<file path="config.mk">
export PLATFORM = sky130hd
export DESIGN_NAME = bcd_conv_arbiter
export DESIGN_NICKNAME = d
export VERILOG_FILES = /design/src/rtl/bcd_conv_pkg.sv /design/src/rtl/rr_picker.sv /design/src/rtl/bcd_conv_arbiter.sv
export SDC_FILE = /design/constraint.sdc
export NUM_CORES = 1
export LEC_CHECK = 0
export BUFFER_PORTS_ARGS = -buffer_cell sky130_fd_sc_hd__clkbuf_2
export CAP_MARGIN = 20
export CORE_MARGIN = 5
export CORE_UTILIZATION = 39
export CTS_CLUSTER_DIAMETER = 80
export DETAILED_ROUTE_END_ITERATION = 8
export PLACE_DENSITY = 0.76
export SYNTH_ARGS = -nofsm -noshare
export SYNTH_HDL_FRONTEND = slang
export SYNTH_HIERARCHICAL = 1
export SYNTH_SLANG_ARGS = --single-unit
</file>
<file path="constraint.sdc">
create_clock -name clk -period 3 [get_ports clk]
set_input_delay 0 -clock clk [delete_from_list [all_inputs] [get_ports clk]]
set_output_delay 0 -clock clk [all_outputs]
set_load 0.03 [all_outputs]
</file>
<file path="src/rtl/bcd_conv_pkg.sv">
// Shared types and constants for the BCD converter arbiter and its round-robin picker.
package bcd_conv_pkg;

    localparam int unsigned NUM_DIGITS = 8;
    localparam int unsigned DIGIT_W    = 4;
    localparam int unsigned DP_W       = 3;

    // Index NUM_DIGITS-1 is the most significant digit.
    typedef logic [NUM_DIGITS-1:0][DIGIT_W-1:0] bcd_digits_t;

    typedef enum logic [1:0] {
        ST_IDLE   = 2'd0,
        ST_LAUNCH = 2'd1,
        ST_WAIT   = 2'd2,
        ST_RESP   = 2'd3
    } state_e;

endpackage

</file>
<file path="src/rtl/rr_picker.sv">
// Combinational round-robin picker: first set request at or above rr_ptr, wrapping.
module rr_picker #(
    parameter int unsigned N_REQ = 4,
    parameter int unsigned IDX_W = $clog2(N_REQ)
) (
    input  logic [N_REQ-1:0] req,
    input  logic [IDX_W-1:0] rr_ptr,
    output logic             found_c,
    output logic [IDX_W-1:0] idx_c
);

    int unsigned       pos;
    logic [IDX_W-1:0]  pos_idx;

    always_comb begin
        found_c = 1'b0;
        idx_c   = '0;
        pos     = 0;
        pos_idx = '0;
        for (int unsigned i = 0; i < N_REQ; i++) begin
            pos     = (32'(rr_ptr) + i) % N_REQ;
            pos_idx = IDX_W'(pos);
            if (!found_c && req[pos_idx]) begin
                found_c = 1'b1;
                idx_c   = pos_idx;
            end
        end
    end

endmodule

</file>
<file path="src/rtl/bcd_conv_arbiter.sv">
// Round-robin sharing of one auto-scaling binary-to-BCD converter among N_REQ requesters.
// Optional converter watchdog: define CONV_TIMEOUT_EN.
module bcd_conv_arbiter
    import bcd_conv_pkg::*;
#(
    parameter int unsigned N_REQ       = 4,
    parameter int unsigned BIN_W       = 20,
    parameter int unsigned TIMEOUT_CYC = 64
) (
    input  logic                            clk,
    input  logic                            rst_n,
    input  logic [N_REQ-1:0]                req_valid,
    input  logic [N_REQ-1:0][BIN_W-1:0]     req_bin,
    output logic [N_REQ-1:0]                rsp_valid,
    output bcd_digits_t                     rsp_bcd,
    output logic [DP_W-1:0]                 rsp_dp,
    output logic                            rsp_err,
    output logic                            busy,
    output logic [$clog2(N_REQ)-1:0]        grant_idx,
    output logic                            conv_start,
    output logic [BIN_W-1:0]                conv_bin,
    input  logic                            conv_ready,
    input  logic                            conv_done,
    input  bcd_digits_t                     conv_bcd,
    input  logic [DP_W-1:0]                 conv_dp
);

    localparam int unsigned IDX_W = $clog2(N_REQ);

    if (N_REQ < 2 || N_REQ > 8 || TIMEOUT_CYC < 2) begin : g_bad_param
        $error("bcd_conv_arbiter: parameter out of range");
    end

    state_e             state_q, state_d;
    logic [IDX_W-1:0]   rr_ptr_q, rr_ptr_d;
    logic [IDX_W-1:0]   grant_idx_q, grant_idx_d;
    logic [BIN_W-1:0]   conv_bin_q, conv_bin_d;
    logic               conv_start_q, conv_start_d;
    logic [N_REQ-1:0]   rsp_valid_q, rsp_valid_d;
    bcd_digits_t        rsp_bcd_q, rsp_bcd_d;
    logic [DP_W-1:0]    rsp_dp_q, rsp_dp_d;
    logic               rsp_err_q, rsp_err_d;
    logic               busy_q, busy_d;

    logic               pick_found_c;
    logic [IDX_W-1:0]   pick_idx_c;
    logic [BIN_W-1:0]   pick_bin_c;
    logic               go_c;
    logic               zero_c;
    logic               timeout_c;

    rr_picker #(
        .N_REQ (N_REQ),
        .IDX_W (IDX_W)
    ) u_pick (
        .req     (req_valid),
        .rr_ptr  (rr_ptr_q),
        .found_c (pick_found_c),
        .idx_c   (pick_idx_c)
    );

    assign pick_bin_c = req_bin[pick_idx_c];
    assign go_c       = (state_q == ST_IDLE) && pick_found_c && conv_ready;
    // The converter never finishes on 0, so zero operands bypass it.
    assign zero_c     = (pick_bin_c == '0);

`ifdef CONV_TIMEOUT_EN
    localparam int unsigned CNT_W = $clog2(TIMEOUT_CYC + 1);

    logic [CNT_W-1:0] wait_cnt_q, wait_cnt_d;

    // Counts WAIT cycles; cleared everywhere else.
    always_comb begin
        wait_cnt_d = '0;
        if (state_q == ST_WAIT) begin
            wait_cnt_d = wait_cnt_q + CNT_W'(1);
        end
    end

    always_ff @(posedge clk) begin
        if (!rst_n) begin
            wait_cnt_q <= '0;
        end else begin
            wait_cnt_q <= wait_cnt_d;
        end
    end

    assign timeout_c = (state_q == ST_WAIT) && (wait_cnt_q == CNT_W'(TIMEOUT_CYC - 1));
`else
    assign timeout_c = 1'b0;
`endif

    always_ff @(posedge clk) begin
        if (!rst_n) begin
            state_q <= ST_IDLE;
        end else begin
            state_q <= state_d;
        end
    end

    always_comb begin
        state_d = state_q;
        unique case (state_q)
            ST_IDLE:   if (go_c) state_d = zero_c ? ST_RESP : ST_LAUNCH;
            ST_LAUNCH: state_d = ST_WAIT;
            ST_WAIT:   if (conv_done || timeout_c) state_d = ST_RESP;
            ST_RESP:   state_d = ST_IDLE;
            default:   state_d = ST_IDLE;
        endcase
    end

    always_comb begin
        grant_idx_d  = grant_idx_q;
        conv_bin_d   = conv_bin_q;
        conv_start_d = 1'b0;
        rsp_valid_d  = '0;
        rsp_bcd_d    = rsp_bcd_q;
        rsp_dp_d     = rsp_dp_q;
        rsp_err_d    = rsp_err_q;
        rr_ptr_d     = rr_ptr_q;
        busy_d       = (state_d != ST_IDLE);
        unique case (state_q)
            ST_IDLE: begin
                if (go_c) begin
                    grant_idx_d = pick_idx_c;
                    conv_bin_d  = pick_bin_c;
                    if (zero_c) begin
                        rsp_bcd_d   = '0;
                        rsp_dp_d    = '0;
                        rsp_err_d   = 1'b0;
                        rsp_valid_d = N_REQ'(1) << pick_idx_c;
                    end else begin
                        conv_start_d = 1'b1;
                    end
                end
            end
            ST_WAIT: begin
                if (conv_done) begin
                    rsp_bcd_d   = conv_bcd;
                    rsp_dp_d    = conv_dp;
                    rsp_err_d   = 1'b0;
                    rsp_valid_d = N_REQ'(1) << grant_idx_q;
                end else if (timeout_c) begin
                    rsp_bcd_d   = '1;
                    rsp_dp_d    = '0;
                    rsp_err_d   = 1'b1;
                    rsp_valid_d = N_REQ'(1) << grant_idx_q;
                end
            end
            ST_RESP: begin
                rr_ptr_d = (grant_idx_q == IDX_W'(N_REQ - 1)) ? '0 : grant_idx_q + IDX_W'(1);
            end
            default: ;
        endcase
    end

    always_ff @(posedge clk) begin
        if (!rst_n) begin
            rr_ptr_q     <= '0;
            grant_idx_q  <= '0;
            conv_bin_q   <= '0;
            conv_start_q <= 1'b0;
            rsp_valid_q  <= '0;
            rsp_bcd_q    <= '0;
            rsp_dp_q     <= '0;
            rsp_err_q    <= 1'b0;
            busy_q       <= 1'b0;
        end else begin
            rr_ptr_q     <= rr_ptr_d;
            grant_idx_q  <= grant_idx_d;
            conv_bin_q   <= conv_bin_d;
            conv_start_q <= conv_start_d;
            rsp_valid_q  <= rsp_valid_d;
            rsp_bcd_q    <= rsp_bcd_d;
            rsp_dp_q     <= rsp_dp_d;
            rsp_err_q    <= rsp_err_d;
            busy_q       <= busy_d;
        end
    end

    assign rsp_valid  = rsp_valid_q;
    assign rsp_bcd    = rsp_bcd_q;
    assign rsp_dp     = rsp_dp_q;
    assign rsp_err    = rsp_err_q;
    assign busy       = busy_q;
    assign grant_idx  = grant_idx_q;
    assign conv_start = conv_start_q;
    assign conv_bin   = conv_bin_q;

endmodule

</file>
==> out/metrics.cfg <==
[clock_tree]
tritoncts = built
path_clk_slew_ns = 0.08
clockRootBuffer = sky130_fd_sc_hd__clkbuf_8
clock_path_buffers = 2
cts_num_sinks = 67
insertion_delay_ns = 0.33
htree_levels = 3
numCtsBuffers = 9

[sta]
timing_worst_slew_pin_value_ns = 0.598
period_share_pct = 99.6
setup-tns-final_ns = 0
maxClockFrequency_ghz = 0.335
fin_crit_period_ns = 2.99
rsz0062_at_grt = no
timing.final.max_slew_violations = 0
slew-limit-headroom_pct = 60.1
finalSetupViolations = 0
finClkSkew_ns = 0.00730
finalHoldViolations = 0

[placement]
placement.io_buffers = 185
place.gp.congestion = 0.905
post_dp_cell_area_sq_um = 4070
detailedPlacementHpwl_um = 7370

[cells_and_area]
diodes = 0
flow.area_growth_from_synthesis_pct = 54.8
final_layout_size_suffix_gt1_share_pct = 47.8
final_util_pct = 61.5
post-route-cell-area_sq_um = 4700
n_fill_cell = 625
nets = 626
area_of_combinational_cells_with_multiple_inputs_sq_um = 1550
regArea_sq_um = 1340

[power_and_ir_drop]
cellLeakagePower_uw = 0.00217
power.density_nw_per_um2 = 515
ir_drop_v = 0.000255
design_power_total_uw = 2420

[floorplan]
die-height_um = 98.2
placement_rows = 32
die_width_um = 98.2
start_util_pct = 39.7
top_level_ports = 187
dieArea_sq_um = 9650
placeableCoreArea_sq_um = 7650

[yosys]
post-synth-top-count-cell = sky130_fd_sc_hd__dfxtp_1
post_synth_inst_count = 279
synth_top_area_share_pct = 44.2
synth_top_cell_by_area = sky130_fd_sc_hd__dfxtp_1
yosys-top-cells-count = sky130_fd_sc_hd__dfxtp_1 (67), sky130_fd_sc_hd__nand2_1 (53), sky130_fd_sc_hd__a22o_1 (35)
synth_cell_type_count = 35
top_ff_cell_synth = sky130_fd_sc_hd__dfxtp_1
synth_nets = 406
syn_area_per_cell_sq_um = 10.9
synth_edf_count = 0
synth.ff_latch_count = 67
mappedNetlistArea_sq_um = 3040
ys_top_cells_by_area = sky130_fd_sc_hd__dfxtp_1 (44%), sky130_fd_sc_hd__a22o_1 (10%), sky130_fd_sc_hd__mux4_2 (9.6%)
yosys_warnings = 6
asyncSetResetFlopFracSynth_pct = 0
ys_seq_area_share_pct = 44.2

[grt]
grt_first_pass_wirelength_um = 16400
globalRoute.totalOverflow = 0
global_route.usage.total_pct = 21.2
grt_antenna_before_repair = 0
grt_pass1_vias = 3258
grt_start_max_net_pins = 40

[worst_hold_path]
hold_class = primary input to flip-flop

[critical_path]
critPathMaxFanout = 35
critPathRequiredTime_ns = 3.22
cp_top_family = compound AO/OA/AOI/OAI gates
cp-end-kind = flip-flop
worst_path_max_delay_cell = sky130_fd_sc_hd__mux4_2
critPathMaxStageDelay_ns = 0.58
timing.critical_path.mode_cell = sky130_fd_sc_hd__buf_12
criticalPathCategory = flip-flop to flip-flop
cp.buffers_inverters = 3
worstPathCellList = inv_2 -> a221o_1 -> a21oi_4 -> buf_12 -> mux4_2 -> nor4_1 -> and4_4 -> a31oi_4 -> buf_12 -> a22o_1
crit_arrival_ns = 3.21
startpoint_type = flip-flop

[outcome]
outcome = complete, no violations

[routing]
antenna_violating_nets_post_route = 0
initialDrtViolationCount = 130
viasPerCell = 5.17
totalWireLength_um = 10300
drc_errors = 0
vias = 3135
drt-pass1-iter-count = 4
route.detailed.wl_per_inst_um = 17.0

[job]
cap_viol_max_count = 0

cells by family after synthesis:
family                     count (synthesis)  share of synthesized area (%)
other                                      1                          0.124
adders and majority gates                  4                           1.65
muxes                                     20                           15.7
AOI/OAI and AO/OA                         76                           19.8
DFF                                       67                           44.2
and+or+nand+nor                           82                           13.2
buffers and inverters                     29                           5.32
tightest hold or removal path: cells and delay by family:
| family | cells | cell delay, ns |
|---|---|---|
| buffers and inverters | 1 | 0.10 |
| AOI/OAI and AO/OA | 1 | 0.11 |
| and+or+nand+nor | 2 | 0.14 |
layout by cell type, fill, tap and decap left out, drive strengths merged, types with 3 or more instances in the layout:
| cell type | count |
|---|---|
| inv | 7 |
| o21ai | 6 |
| nand3 | 5 |
| nor4 | 9 |
| a22o | 35 |
| ha | 4 |
| dlygate4sd3 | 35 |
| a21oi | 6 |
| mux4 | 20 |
| bufinv | 3 |
| buf | 11 |
| nand2 | 53 |
| dfxtp | 67 |
| nor2 | 4 |
| a21boi | 24 |
| clkinv | 3 |
| clkbuf | 195 |
report_power, final:
group          switching (uW)  internal (uW)
clock                     347            576
combinational             292            239
sequential               28.0            936
layer usage:
metal / share of wire (%) / up-vias / global-route usage [%]
met5: 0 / - / 0
met4: 2.0 / 0 / 8.30
met3: 11 / 15 / 8.43
met2: 47 / 184 / 35.7
met1: 40 / 1471 / 24.3
li1: - / 1465 / -
cell type report:
cell class / count / share of cell area [%]
Clock buffer: 10 / 2.93
Clock inverter: 6 / 2.40
Inverter: 7 / 0.559
Multi-Input combinational cell: 183 / 33.0
Sequential cell: 67 / 28.6
Tap cell: 102 / 2.72
Timing Repair Buffer: 231 / 29.9
what timing repair did:
action	in CTS	in global routing
endpoints found under the setup margin	1	40
pin swaps	1	1
gates resized for setup	1	10
buffers inserted	1	1
hold buffers	35	0
endpoints found under the hold margin	35	0
path summary, 6_finish.rpt:
check,startpoint,end,slack [ns],cells past startpoint
max,rr_ptr_q[0],rsp_bcd[0],0.01,10
min,conv_done,state_q[0],0.04,4
max reg2reg,rr_ptr_q[0],rsp_bcd[0],0.01,10
min reg2reg,conv_bin[3],conv_bin[3],0.47,2
stage by stage:
step	std cells	hold slack, ns	worst slack [ns]
global route	606	0.0538	0.0108
CTS	605	0.0228	0.0310
floorplan	279	0.133	0.208
finish	606	0.0401	0.0110
detailed placement	553	0.222	0.0233
global placement	553	0.215	0.0966
flip-flops by register name (all words and copies together), names as in the netlist:
register    count
rr_ptr_q        2
busy            1
rsp_valid       4
conv_start      1
rsp_bcd        32
rsp_dp          3
conv_bin       20
grant_idx       2
state_q         2
No activity file was read; power rests on OpenSTA's default activity.
